## src/rtl/uart_frame_sender.sv

```systemverilog
// Byte serialiser: latches one frame of NUM_CH x WORD_BYTES bytes (plus an optional sync byte)
// and hands it to a UART transmitter one byte at a time over the Tx_en / Tx_Ready_To_Send handshake.
module uart_frame_sender #(
    parameter int          NUM_CH     = 2,
    parameter int          WORD_BYTES = 2,
    parameter int          MSB_FIRST  = 0,
    parameter int          SYNC_EN    = 1,
    parameter logic [7:0]  SYNC_BYTE  = 8'hA5,
    parameter int          TIMEOUT    = 1023
) (
    input  logic                             clk,
    input  logic                             reset_b,
    input  logic                             frame_valid,
    input  logic [NUM_CH*WORD_BYTES*8-1:0]   frame_data,
    output logic                             frame_ready,
    output logic                             frame_ack,
    input  logic                             Tx_Ready_To_Send,
    output logic                             Tx_en,
    output logic [7:0]                       tx_byte,
    output logic                             busy,
    output logic                             frame_done,
    output logic                             timeout_err
);

    localparam int TOTAL   = SYNC_EN + NUM_CH * WORD_BYTES;
    localparam int DATA_W  = NUM_CH * WORD_BYTES * 8;
    localparam int IDX_W   = $clog2(TOTAL + 1);
    localparam int STALL_W = $clog2(TIMEOUT + 1);

    typedef enum logic [1:0] {
        IDLE   = 2'd0,
        ENABLE = 2'd1,
        SEND   = 2'd2
    } state_t;

    state_t               state_r, state_nxt_s;
    logic [IDX_W-1:0]     index_r;
    logic [DATA_W-1:0]    hold_r;
    logic [STALL_W-1:0]   stall_r;
    logic [7:0]           tx_byte_r;
    logic                 frame_ack_r, frame_done_r, timeout_err_r;
    logic                 transfer_s, advance_s, done_evt_s, timeout_evt_s;
    logic                 frame_ready_s, tx_en_s, busy_s;

    // Maps a frame position to its byte: sync byte first, then channel words in the chosen byte order.
    function automatic logic [7:0] select_byte(input logic [DATA_W-1:0] data,
                                               input logic [IDX_W-1:0]  idx);
        int k, c, p, pos;
        logic [7:0] b;
        b = 8'h00;
        if ((SYNC_EN != 0) && (idx == {IDX_W{1'b0}})) begin
            b = SYNC_BYTE;
        end else begin
            k   = int'(idx) - SYNC_EN;
            c   = k / WORD_BYTES;
            p   = k % WORD_BYTES;
            pos = (MSB_FIRST != 0) ? (WORD_BYTES - 1 - p) : p;
            b   = data[(c * WORD_BYTES + pos) * 8 +: 8];
        end
        return b;
    endfunction

    assign frame_ready_s = (state_r == IDLE) && Tx_Ready_To_Send;

    // State register.
    always_ff @(posedge clk) begin
        if (!reset_b) begin
            state_r <= IDLE;
        end else begin
            state_r <= state_nxt_s;
        end
    end

    // Next-state logic and the single-cycle events that steer the datapath.
    always_comb begin
        state_nxt_s   = state_r;
        transfer_s    = 1'b0;
        advance_s     = 1'b0;
        done_evt_s    = 1'b0;
        timeout_evt_s = 1'b0;
        case (state_r)
            IDLE: begin
                if (frame_valid && frame_ready_s) begin
                    state_nxt_s = ENABLE;
                    transfer_s  = 1'b1;
                end else begin
                    state_nxt_s = IDLE;
                end
            end
            ENABLE: begin
                if (!Tx_Ready_To_Send) begin
                    state_nxt_s = SEND;
                end else if (stall_r == STALL_W'(TIMEOUT - 1)) begin
                    state_nxt_s   = IDLE;
                    timeout_evt_s = 1'b1;
                end else begin
                    state_nxt_s = ENABLE;
                end
            end
            SEND: begin
                if (!Tx_Ready_To_Send) begin
                    state_nxt_s = SEND;
                end else if (index_r == IDX_W'(TOTAL - 1)) begin
                    state_nxt_s = IDLE;
                    done_evt_s  = 1'b1;
                end else begin
                    state_nxt_s = ENABLE;
                    advance_s   = 1'b1;
                end
            end
            default: begin
                state_nxt_s = IDLE;
            end
        endcase
    end

    // Moore outputs decoded from the registered state.
    always_comb begin
        tx_en_s = 1'b0;
        busy_s  = 1'b0;
        case (state_r)
            IDLE:    begin tx_en_s = 1'b0; busy_s = 1'b0; end
            ENABLE:  begin tx_en_s = 1'b1; busy_s = 1'b1; end
            SEND:    begin tx_en_s = 1'b0; busy_s = 1'b1; end
            default: begin tx_en_s = 1'b0; busy_s = 1'b0; end
        endcase
    end

    // Hold register, byte index, presented byte and status pulses.
    always_ff @(posedge clk) begin
        if (!reset_b) begin
            hold_r        <= {DATA_W{1'b0}};
            index_r       <= {IDX_W{1'b0}};
            tx_byte_r     <= 8'h00;
            stall_r       <= {STALL_W{1'b0}};
            frame_ack_r   <= 1'b0;
            frame_done_r  <= 1'b0;
            timeout_err_r <= 1'b0;
        end else begin
            frame_ack_r   <= transfer_s;
            frame_done_r  <= done_evt_s;
            timeout_err_r <= timeout_evt_s;
            // The stall counter only runs while ENABLE waits for the TX to go busy.
            if ((state_r == ENABLE) && Tx_Ready_To_Send) begin
                stall_r <= stall_r + STALL_W'(1);
            end else begin
                stall_r <= {STALL_W{1'b0}};
            end
            if (transfer_s) begin
                hold_r    <= frame_data;
                index_r   <= {IDX_W{1'b0}};
                tx_byte_r <= select_byte(frame_data, {IDX_W{1'b0}});
            end else if (advance_s) begin
                index_r   <= index_r + IDX_W'(1);
                tx_byte_r <= select_byte(hold_r, index_r + IDX_W'(1));
            end else begin
                hold_r    <= hold_r;
                index_r   <= index_r;
                tx_byte_r <= tx_byte_r;
            end
        end
    end

    assign frame_ready = frame_ready_s;
    assign frame_ack   = frame_ack_r;
    assign Tx_en       = tx_en_s;
    assign busy        = busy_s;
    assign tx_byte     = tx_byte_r;
    assign frame_done  = frame_done_r;
    assign timeout_err = timeout_err_r;

endmodule

```

## config.mk

```make
export PLATFORM = sky130hd
export DESIGN_NAME = uart_frame_sender
export DESIGN_NICKNAME = d
export VERILOG_FILES = /design/src/rtl/uart_frame_sender.sv
export SDC_FILE = /design/constraint.sdc
export NUM_CORES = 1
export LEC_CHECK = 0
export CORE_ASPECT_RATIO = 0.8
export CORE_MARGIN = 2
export CORE_UTILIZATION = 46
export CTS_CLUSTER_SIZE = 40
export DETAILED_ROUTE_END_ITERATION = 10
export PLACE_DENSITY_LB_ADDON = 0.12
export REMOVE_ABC_BUFFERS = 1
export SYNTH_ARGS = -nofsm -noshare
export SYNTH_HDL_FRONTEND = slang
export SYNTH_SLANG_ARGS = --single-unit
```

## constraint.sdc

```tcl
create_clock -name clk -period 2.24 [get_ports clk]
set_input_delay 0.224 -clock clk [delete_from_list [all_inputs] [get_ports clk]]
set_output_delay 0.224 -clock clk [all_outputs]
set_load 0.005 [all_outputs]
```

# Word-level counts from Yosys, hierarchy flattened
# Cells that the tools add are included.
[totals]
regBits = 58
latch_bits = 0
mem_bits_rw = 0
romBits = 0
input_bits = 36
output_inout_bits = 14
wordCells = 50
memories = 0
[op_classes]
addsub = 5
n_mul = 0
div = 0
n_lt_le_gt_ge = 0
n_eq_ne = 4
n_shift = 1
n_mux = 18
bitwise_logic = 2
reduce_logical = 11
[ops]
columns = ["op", "count"]
rows = [
  ["$shiftx 32x32->8", 1],
  ["$add 29x2->29", 1],
  ["$add 28x1->28", 1],
  ["$mux 8", 3],
  ["$mux 1", 12],
  ["$add 10x1->10 const B", 1],
  ["$eq 10x10->1 const B", 1],
  ["$pmux 2 s3", 1],
  ["$reduce_and 3->1", 2],
  ["$mux 2", 2],
  ["$reduce_or 2->1", 2],
  ["$sub 3x1->4 const B", 1],
  ["$add 3x1->3 const B", 1],
  ["$eq 3x3->1 const B", 1],
  ["$logic_and 1x1->1", 3],
  ["$logic_not 3->1", 1],
  ["$eq 2x1->1 const B", 1],
  ["$eq 2x2->1 const B", 1],
  ["$logic_not 2->1", 1],
  ["$reduce_and 2->1", 1],
  ["$reduce_bool 2->1", 1],
  ["$and 1x1->1", 1],
  ["$not 1->1", 1],
]

# Depth between registers and ports, before layout
# Gate-level depths: netlist of the first run.
[depth]
ltp_word = 9
mapped_depth = 8
depth_no_buf = 7

# Least setup slack after synthesis of the first run
# Ideal clock, no wire load.
[synth_timing]
path_kind = "reg-to-reg"
from = "register index_r[0]"
to = "register tx_byte_r[6], in the netlist tx_byte[6]"
arrival_ns = 2.054
required_ns = 2.181
slack_ns = 0.127
stages_incl_launch_ff = 8
n_path_buf = 0
period_less_slack_ns = 2.113
path_cell_list = "dfxtp_1 > ha_1 > xor2_1 > inv_1 > ha_1 > a2111oi_2 > and3_1 > a22o_1"
[synth_via]
elab_chain_len = 7
[synth_rtl]
columns = ["element", "line", "source"]
rows = [
  ["start: declaration", "37", "logic [IDX_W-1:0] index_r;"],
  ["start signal: assignment", "133", "index_r <= {IDX_W{1'b0}};"],
  ["start signal: assignment", "151", "index_r <= {IDX_W{1'b0}};"],
  ["start signal: assignment", "154", "index_r <= index_r + IDX_W'(1);"],
  ["$add 3x1->3", "155", "tx_byte_r <= select_byte(hold_r, index_r + IDX_W'(1));"],
  ["$sub 3x1->4", "54", "k = int'(idx) - SYNC_EN;"],
  ["$and 1x1->1 (no source line)", "-", ""],
  ["$add 28x1->28 (no source line)", "-", ""],
  ["$add 29x2->29", "58", "b = data[(c * WORD_BYTES + pos) * 8 +: 8];"],
  ["$shiftx 32x32->8", "58", ""],
  ["$mux 8", "51", "if ((SYNC_EN != 0) && (idx == {IDX_W{1'b0}})) begin"],
  ["end signal: assignment", "152", "tx_byte_r <= select_byte(frame_data, {IDX_W{1'b0}});"],
  ["end signal: assignment", "155", ""],
  ["end signal: assignment", "159", "tx_byte_r <= tx_byte_r;"],
  ["end: declaration", "40", "logic [7:0] tx_byte_r;"],
]
# Several ways; a longest one is shown, not always the timed one.
# A chain may end at the register's enable or synchronous reset.

# Worst setup path after layout of the first run
[layout_timing]
from = "register index_r[0]"
to = "register tx_byte_r[7], in the netlist tx_byte[7]"
[layout_via]
elab_chain_len = 9
[layout_rtl]
columns = ["element", "line", "source"]
rows = [
  ["$add 3x1->3", "155", ""],
  ["$sub 3x1->4", "54", ""],
  ["$and 1x1->1 (no source line)", "-", ""],
  ["$add 28x1->28 (no source line)", "-", ""],
  ["$add 29x2->29", "58", ""],
  ["$shiftx 32x32->8", "58", ""],
  ["$mux 8", "51", ""],
  ["$mux 8", "153", "end else if (advance_s) begin"],
  ["$mux 8", "149", "if (transfer_s) begin"],
]
# Several ways; a longest one is shown, not always the timed one. The select of a mux whose other input is x is not followed.

==> metrics.md, run 1 <==
| Metric | Value |
|---|---|
| CTS Buf Count | 9 |
| Final hold vios | 0 |
| Starting Density | 47.14% |
| Post-Syn Area | 2534 um2 |
| Leakage Power | 1.222 nW |
| Worst vdd ir | 0.0004374 V |
| Hpwl dp | 3.734 mm |
| Post-route ant nets | 0 |
| GP Congestion | 0.7683 |
| Vias in the first global route | 1952 |
| Slew @ Worst Pin | 0.4951 ns |
| Largest net degree at the start of global routing | 31 |
| Number of max-cap violations | 0 |
| Global Route Usage Sum | 19.33% |
| Global-route wire length before repair | 9.073 mm |
| Port Buffer Count | 49 |
| CP Launch Type | register |
| Final worst path period share | 89.80% |
| CP Capture Type | register |
| RSZ-0062 raised after global routing | false |
| Synthesis warning total | 0 |
| Cell area after layout | 3323 um2 |
| DRC | 0 |
| Crit path arrival time | 2.23 ns |
| Synth Instances | 278 |
| Fin nets | 380 |
| Setup bufs post-CTS | 0 |
| CP Class | register to register |
| Post-Route Setup TNS | 0 ns |
| Clock latency on the worst-skew pair | 0.34 ns |
| Setup violations, final | 0 |
| Reg2reg start | index_r[0] |
| Slew Limit Fails | 0 |
| Clk root buf | clkbuf_8 |
| Num ports | 50 |
| Ant. Diodes | 0 |
| Die Footprint | 6121 um2 |
| Initial antenna violation count | 0 |
| Critical hold path startpoint | frame_data[27] |
| H-tree Lvls | 3 |
| Slew HR | 66.89% |
| Sequential element share of the synthesized area | 45.83% |
| CTS clock-pin slew for the worst setup and hold paths | 0.06 ns |
| Wire length per cell | 13.07 um |
| Synth Area per Inst | 9.114 um2 |
| Tmin final | 2.012 ns |
| Placed Instance Area | 3122 um2 |
| Layout Skew | 0.004615 ns |
| Die X | 86.98 um |
| Routed wire length | 5.279 mm |
| CTS hold repair buffers | 0 |
| TritonRoute pass-1 iters | 4 |
| Placement Rows | 24 |
| # resized after CTS | 0 |
| Worst hold path type | input port to register |
| Chip Height | 70.38 um |
| Reg2reg end | tx_byte[7] |
| Longest Clk Path Bufs | 2 |
| #FFs+latches synth | 58 |
| Pwr dens | 674.6 nW/um2 |
| R2r setup slk | 0.23 ns |
| FF-to-FF path depth | 8 |
| CTS tree | done |
| Grt ovf | 0 |
| Area grow syn2layout | 31.16% |
| Initial drt markers | 82 |
| Min-Delay Path Depth | 3 |
| Core area | 5375 um2 |
| Vias per cell | 5.037 |
| Synth cell types | 32 |
| Max Clock Freq | 0.4971 GHz |
| Critical Path Fanout Max | 4 |
| WHS Endpoint | hold_r[27] |
| Layout cells sized above 1 | 10.32% |
| Status | finished, final reports clean |
| CTS Sinks | 58 |
| Critical path required time | 2.46 ns |
| Vias | 2035 |
-- metrics by stage --
| step | setup slack (ns) | total power [mW] | instances | hold slack (ns) | utilization (%) |
|---|---|---|---|---|---|
| 2_1_floorplan | -0.1600 | 1.197 | 264 | 0.3029 | - |
| 3_3_place_gp | 0.3133 | 1.324 | 388 | 0.4454 | 58.08 |
| 3_5_place_dp | 0.2448 | 1.328 | 388 | 0.4532 | 58.08 |
| 4_1_cts | 0.2248 | 2.272 | 404 | 0.4320 | 61.82 |
| 5_1_grt | 0.02881 | 2.343 | 404 | 0.4467 | 61.82 |
| 6_report | 0.2285 | 2.242 | 404 | 0.4432 | 61.82 |
-- cell type report --
cell class | instances | area, um2
clock buffer | 15 | 196.4
clock inverter | 1 | 5.005
fill | 494 | 2052
inverter | 8 | 30.03
multi-input combinational | 198 | 1284
sequential | 58 | 1161
tap | 65 | 81.33
timing repair buffer | 59 | 565.5
-- sequential cells by signal, summed over array words and instances, names as in the netlist --
signal	cells
index_r	3
state_r	2
frame_done	1
tx_byte	8
hold_r	32
stall_r	10
timeout_err	1
frame_ack	1
-- synth_stat cells --
| library cell | n | share of area (%) |
|---|---|---|
| a2111oi_2 | 1 | 0.59 |
| nor2_1 | 16 | 2.4 |
| inv_1 | 8 | 1.2 |
| a21boi_0 | 32 | 9.5 |
| mux2i_1 | 1 | 0.40 |
| a21oi_2 | 1 | 0.35 |
| nor4bb_1 | 1 | 0.40 |
| mux2_2 | 2 | 0.89 |
| a21oi_1 | 3 | 0.59 |
| nand2b_1 | 2 | 0.49 |
| and2_1 | 2 | 0.49 |
| and2_0 | 4 | 0.99 |
| nand3b_1 | 2 | 0.59 |
| nand4_1 | 1 | 0.25 |
| xnor2_1 | 4 | 1.4 |
| xor2_1 | 5 | 1.7 |
| a31oi_1 | 1 | 0.25 |
| o311a_1 | 4 | 1.6 |
| a22o_1 | 4 | 1.4 |
| dfxtp_1 | 58 | 46 |
| nor3_1 | 4 | 0.79 |
| o211ai_1 | 2 | 0.59 |
| mux4_2 | 6 | 5.3 |
| nand3_1 | 8 | 1.6 |
| or3_1 | 2 | 0.49 |
| o21ai_0 | 6 | 1.2 |
| nand2_1 | 69 | 10 |
| and3_1 | 4 | 0.99 |
| buf_2 | 5 | 0.99 |
| clkbuf_1 | 9 | 1.3 |
| a311oi_1 | 1 | 0.35 |
| ha_1 | 10 | 4.9 |
-- per-layer routing --
layer  vias to the layer above  GRT usage [%]  wire length (um)
met5                         -              0                 0
met4                         0          5.208                56
met3                         6          8.038               253
met2                        51          28.50              2301
met1                       918          26.04              2668
li1                       1060              -                 -
-- power by group --
group	leakage (nW)	internal, mW	switching, mW	total, mW
clock	0.106	0.551	0.387	0.939
sequential	0.472	1.07	0.0193	1.09
combinational	0.645	0.126	0.0876	0.214
-- kinds of logic (layout without fill, tap and decap cells) --
group           after synthesis  in the layout  share of synthesized area, %
mux                           9              9                         6.617
simple gates                115            115                         19.65
flops                        58             58                         45.83
xor+xnor                      9              9                         3.111
compound gates               55             55                         16.35
fa+ha+maj                    10             10                         4.938
buf+inv                      22             83                         3.506
-- worst max path at each step --
stage,start,endpoint,depth (start not counted),slack (ns)
6_report,index_r[0],tx_byte[7],8,0.23
5_1_grt,index_r[0],tx_byte[7],8,0.03
4_1_cts,index_r[1],tx_byte[7],8,0.22
3_5_place_dp,index_r[1],tx_byte[7],8,0.24
3_3_place_gp,index_r[1],tx_byte[2],8,0.31
2_1_floorplan,index_r[0],tx_byte[6],7,-0.16
-- cells in the final DEF, fill, tap and decap left out, types with 2 or more instances in the layout --
cell type        Yosys  final
clkbuf_8             0     14
or3_1                2      2
nor2_1              16     16
a22o_1               4      4
mux2_2               2      2
nor3_1               4      4
o211ai_1             2      2
nand3_1              8      8
clkdlybuf4s50_1      0     49
nand3b_1             2      2
and3_1               4      4
xor2_1               5      5
and2_0               4      4
ha_1                10     10
nand2_1             69     69
a21oi_1              3      3
dfxtp_1             58     58
inv_1                8      8
a21boi_0            32     32
nand2b_1             2      2
xnor2_1              4      4
buf_4                0     10
and2_1               2      2
o21ai_0              6      6
o311a_1              4      4
mux4_2               6      6
-- worst max-delay path, cell delays in order, from the launching register on --
cell	delay (ns)
dfxtp_1	0.37
ha_1	0.23
xor2_1	0.20
inv_1	0.06
ha_1	0.20
a2111oi_2	0.42
buf_4	0.19
o21ai_0	0.08
o311a_1	0.13
Note: power is estimated with default switching activity, not from simulation.
==> run 2: changes to the inputs <==
--- a/config.mk
+++ b/config.mk
@@ -5,13 +5,16 @@
 export SDC_FILE = /design/constraint.sdc
 export NUM_CORES = 1
 export LEC_CHECK = 0
+export CELL_PAD_IN_SITES_DETAIL_PLACEMENT = 0
+export CELL_PAD_IN_SITES_GLOBAL_PLACEMENT = 1
 export CORE_ASPECT_RATIO = 0.8
 export CORE_MARGIN = 2
-export CORE_UTILIZATION = 46
+export CORE_UTILIZATION = 35
 export CTS_CLUSTER_SIZE = 40
 export DETAILED_ROUTE_END_ITERATION = 10
 export PLACE_DENSITY_LB_ADDON = 0.12
 export REMOVE_ABC_BUFFERS = 1
+export SETUP_SLACK_MARGIN = 0.2
 export SYNTH_ARGS = -nofsm -noshare
 export SYNTH_HDL_FRONTEND = slang
 export SYNTH_SLANG_ARGS = --single-unit
==> metrics.md, run 2 (same netlist as run 1, synthesis figures left out) <==
| Metric | Value |
|---|---|
| Status | finished, final reports clean |
| Clk root buf | clkbuf_8 |
| Vias in the first global route | 2029 |
| Worst Path Buf+Inv | 2 |
| CTS Buf Count | 9 |
| Layout Skew | 0.006229 ns |
| CP cell instances | ha_2 > xor2_2 > inv_1 > ha_1 > a2111oi_4 > buf_4 > o21ai_0 > o311a_1 |
| CP peak stage delay | 0.37 ns |
| Leakage Power | 1.233 nW |
| CTS Sinks | 58 |
| Setup bufs post-CTS | 0 |
| Number of max-cap violations | 0 |
| CTS hold repair buffers | 0 |
| Area of the multi-input gates | 1310 um2 |
| CP Launch Type | register |
| Starting Density | 36.41% |
| Pwr dens | 693.1 nW/um2 |
| Slew Limit Fails | 0 |
| Fin worst setup slack | 0.3755 ns |
| Port Buffer Count | 49 |
| Initial drt markers | 54 |
| Chip Height | 80.10 um |
| Worst vdd ir | 0.0003218 V |
| Worst hold path type | input port to register |
| Largest net degree at the start of global routing | 26 |
| Ant. Diodes | 0 |
| Critical hold path startpoint | frame_data[5] |
| Global-route wire length before repair | 9.811 mm |
| Wire length per cell | 13.01 um |
| FF-to-FF path depth | 8 |
| CP Capture Type | register |
| Grt ovf | 0 |
| Max Clock Freq | 0.5363 GHz |
| Slew HR | 65.84% |
| Largest reg by FF count | hold_r |
| Hpwl dp | 4.006 mm |
| CTS tree | done |
| Num ports | 50 |
| TritonRoute pass-1 iters | 4 |
| H-tree Lvls | 3 |
| Most frequent cells in the layout | 69 x nand2_1, 57 x dfxtp_1, 49 x clkdlybuf4s50_1 |
| Register area | 1162 um2 |
| Crit path arrival time | 2.08 ns |
| CP Class | register to register |
| Post-route ant nets | 0 |
| Layout cells sized above 1 | 12.32% |
| Initial antenna violation count | 0 |
| Longest Clk Path Bufs | 2 |
| CTS clock-pin slew for the worst setup and hold paths | 0.06 ns |
| Setup violations, final | 0 |
| Tmin final | 1.865 ns |
| Reg2reg end | tx_byte[7] |
| Clock latency on the worst-skew pair | 0.33 ns |
| Global Route Usage Sum | 15.67% |
| Most common cell after layout, fill and taps aside | nand2_1 |
| Critical Path Fanout Max | 4 |
| GP Congestion | 0.7665 |
| Min-Delay Path Depth | 3 |
| Fillers | 685 |
| Critical path required time | 2.46 ns |
| Power Total | 2.364 mW |
| Placement Rows | 27 |
| Die X | 99.13 um |
| Dpl ws | 0.2853 ns |
| DRC | 0 |
| Routed wire length | 5.568 mm |
| Die Footprint | 7940 um2 |
| CP max stage cell | dfxtp_1 |
| Core area | 6959 um2 |
| Area grow syn2layout | 34.62% |
| Final worst path period share | 83.24% |
| Reg2reg start | index_r[0] |
| Fin nets | 382 |
| RSZ-0062 raised after global routing | false |
| Final hold vios | 0 |
| Vias per cell | 4.799 |
| Vias | 2054 |
| Slew @ Worst Pin | 0.5108 ns |
| WHS Endpoint | hold_r[5] |
| Max reg flops | 32 |
| Worst hold slack | 0.4504 ns |
| R2r setup slk | 0.38 ns |
| Delay-heaviest family, CP | compound AO/OA/AOI/OAI gates |
run 2: changes by cell type in the layout (fill, tap and decap cells not counted), moves of 2 or more:
cell / delta
ha_2: +2
ha_1: -2
clkbuf_8: -4
bufinv_16: +2
buf_4: +2
run 2: final cells by class:
cell class | count | share of cell area [%]
multi-input combinational | 198 | 38.41
sequential | 58 | 34.08
timing repair buffer | 61 | 17.02
clock buffer | 11 | 4.145
tap | 87 | 3.191
clock inverter | 5 | 2.274
inverter | 8 | 0.8804
run 2: worst register-to-register path, delay by kind of cell, from the launching register on:
kind	cells	cell delay, ns
adders and majority gates	2	0.45
DFF	1	0.37
AOI/OAI and AO/OA	3	0.53
xor gates and xnor gates	1	0.17
buffers and inverters	2	0.24
run 2: power by group:
| part | internal, mW | total (mW) | switching, mW |
|---|---|---|---|
| Clock | 0.653 | 1.05 | 0.401 |
| Sequential | 1.07 | 1.09 | 0.0211 |
| Combinational | 0.129 | 0.219 | 0.0899 |
| Total | 1.85 | 2.36 | 0.512 |
run 2: through the flow:
step	TNS, ns	util (%)	area, um2	std cells
6_report	0	49.01	3411	428
5_1_grt	0	49.01	3411	428
4_1_cts	0	48.62	3383	428
3_5_place_dp	0	45.47	3164	412
3_3_place_gp	0	45.47	3164	412
2_1_floorplan	-1.029	-	2475	264
run 2: worst max path at each step:
stage                     cells past startpoint         end  startpoint
after floorplan                               7  tx_byte[6]  index_r[0]
after global placement                        7  tx_byte[6]  index_r[1]
after detailed placement                      7  tx_byte[6]  index_r[1]
after CTS                                     7  tx_byte[6]  index_r[1]
after global routing                          8  tx_byte[2]  index_r[0]
final                                         8  tx_byte[7]  index_r[0]
run 2: timing repair:
action,CTS,global route
hold endpoints to repair,0,0
endpoints found under the setup margin,0,8
gates resized for setup,0,6
run 2: routing by layer:
layer	vias up	part of all wire (%)	track usage [%]
li1	1062	-	-
met1	933	51	20.90
met2	54	42	23.99
met3	5	5.9	5.831
met4	0	0.97	4.110
met5	-	0	0
==> run 3: changes to the inputs <==
--- a/config.mk
+++ b/config.mk
@@ -9,7 +9,7 @@
 export CELL_PAD_IN_SITES_GLOBAL_PLACEMENT = 1
 export CORE_ASPECT_RATIO = 0.8
 export CORE_MARGIN = 2
-export CORE_UTILIZATION = 35
+export CORE_UTILIZATION = 38
 export CTS_CLUSTER_SIZE = 40
 export DETAILED_ROUTE_END_ITERATION = 10
 export PLACE_DENSITY_LB_ADDON = 0.12
==> constraint.sdc (replaced) <==
create_clock -name clk -period 1.9 [get_ports clk]
set_input_delay 0.19 -clock clk [delete_from_list [all_inputs] [get_ports clk]]
set_output_delay 0.19 -clock clk [all_outputs]
set_load 0.005 [all_outputs]
==> metrics.md, run 3 (same netlist as run 1, synthesis figures left out) <==
| Metric | Value |
|---|---|
| Layout Skew | 0.008708 ns |
| Max Clock Freq | 0.5634 GHz |
| CTS hold repair buffers | 0 |
| Clk root buf | clkbuf_8 |
| Pwr dens | 813.7 nW/um2 |
| Vias | 2059 |
| Placement Rows | 26 |
| Post-Route Setup TNS | 0 ns |
| GP Congestion | 0.8230 |
| Core area | 6409 um2 |
| Num ports | 50 |
| Setup violations, final | 0 |
| CTS Sinks | 58 |
| CP Launch Type | register |
| CP peak stage delay | 0.46 ns |
| Routed wire length | 5.727 mm |
| CTS tree | done |
| CP Capture Type | register |
| Clock latency on the worst-skew pair | 0.35 ns |
| Most common cell after layout, fill and taps aside | nand2_1 |
| Layout cells sized above 1 | 17.43% |
| Worst hold slack | 0.3939 ns |
| Cell area after layout | 3572 um2 |
| Wire length per cell | 13.20 um |
| Ant. Diodes | 0 |
| Global Route Usage Sum | 17.60% |
| Power Total | 2.907 mW |
| Vias per cell | 4.744 |
| Hpwl dp | 4.061 mm |
| Crit path arrival time | 2.01 ns |
| Max reg flops | 32 |
| RSZ-0062 raised after global routing | true |
| Worst vdd ir | 0.0003633 V |
| Die X | 95.30 um |
| Worst hold path type | input port to register |
| Fin nets | 391 |
| CP max stage cell | mux4_2 |
| Initial antenna violation count | 0 |
| Die Footprint | 7341 um2 |
| Grt ovf | 0 |
| Slew HR | 79.06% |
| Status | finished, final reports clean |
| Vias in the first global route | 2011 |
| Most frequent cells in the layout | 68 x nand2_1, 54 x dfxtp_1, 47 x clkdlybuf4s50_1 |
| CP cell instances | ha_4 > xor2_4 > buf_6 > and2_0 > mux4_2 > a22o_1 |
| TritonRoute pass-1 iters | 4 |
| CTS clock-pin slew for the worst setup and hold paths | 0.07 ns |
| Post-route ant nets | 0 |
| Global-route wire length before repair | 9.777 mm |
| Number of max-cap violations | 0 |
| Area grow syn2layout | 40.99% |
| Port Buffer Count | 49 |
| Placed Instance Area | 3206 um2 |
| Leakage Power | 1.301 nW |
| Largest reg by FF count | hold_r |
| Starting Density | 39.54% |
| H-tree Lvls | 3 |
| Largest net degree at the start of global routing | 24 |
| Longest Clk Path Bufs | 2 |
| Final hold vios | 0 |
| Chip Height | 77.04 um |
| Initial drt markers | 56 |
| DRC | 0 |
| CP Class | register to register |
| Worst Path Buf+Inv | 1 |
| Critical path required time | 2.14 ns |
| Delay-heaviest family, CP | multiplexers |
| Final worst path period share | 93.43% |
| Slew Limit Fails | 0 |
| Critical Path Fanout Max | 6 |
| Slew @ Worst Pin | 0.3098 ns |
| CTS Buf Count | 9 |
| Tmin final | 1.775 ns |
run 3: cell types whose count changed in the layout (fill, tap and decap cells not counted), moves of 2 or more:
cell and delta:
dfxtp_1 -3, o21ai_2 +2, ha_1 -3, clkdlybuf4s50_1 -2, dfxtp_2 +2, o21ai_0 -4
ha_4 +4, buf_4 +7, buf_6 +2, o21ai_1 +2, dlygate4sd2_1 +2
run 3: path summary, 6_finish.rpt:
| path | from | end | slack [ns] | cells past startpoint |
|---|---|---|---|---|
| setup / recovery | index_r[0] | tx_byte[6] | 0.12 | 6 |
| hold / removal | frame_data[16] | hold_r[16] | 0.39 | 3 |
| setup reg to reg | index_r[0] | tx_byte[6] | 0.12 | 6 |
| hold reg to reg | hold_r[28] | hold_r[28] | 0.46 | 2 |
run 3: worst reg2reg max path, cell delays in order, from the launching register on:
cell     delay, ns
dfxtp_4       0.36
ha_4          0.18
xor2_4        0.18
buf_6         0.14
and2_0        0.12
mux4_2        0.46
a22o_1        0.22
run 3: layout make-up:
| cell class | instances | area, um2 |
|---|---|---|
| fill | 597 | 2836 |
| multi-input combinational | 198 | 1381 |
| inverter | 8 | 30.03 |
| clock inverter | 5 | 102.6 |
| clock buffer | 11 | 131.4 |
| tap | 84 | 105.1 |
| timing repair buffer | 70 | 653.1 |
| sequential | 58 | 1169 |
run 3: per-stage QoR:
stage	std cells	util [%]	setup slack [ns]
final	434	55.74	0.1249
after global routing	434	55.74	0.06895
after CTS	431	54.69	0.1475
after detailed placement	415	50.02	-0.08655
after global placement	415	50.02	0.04851
after floorplan	264	-	-0.5000
run 3: what timing repair did:
| item | in CTS | in global routing |
|---|---|---|
| pin swaps | 11 | 3 |
| buffers inserted | 0 | 3 |
| gates resized for setup | 18 | 13 |
| endpoints found under the setup margin | 10 | 9 |
run 3: report_power, final:
group	leakage, nW	switching, mW	total (mW)	internal [mW]
Clock	0.114	0.488	1.36	0.869
Sequential	0.474	0.0253	1.29	1.26
Combinational	0.714	0.108	0.264	0.156
run 3: metal layers:
metal / global-route usage, % / share of wire [%] / routed length [um]
met1: 24.12 / 51 / 2920
met2: 24.44 / 42 / 2380
met3: 7.760 / 6.0 / 344
met4: 6.087 / 1.4 / 81
met5: 0 / 0 / 0
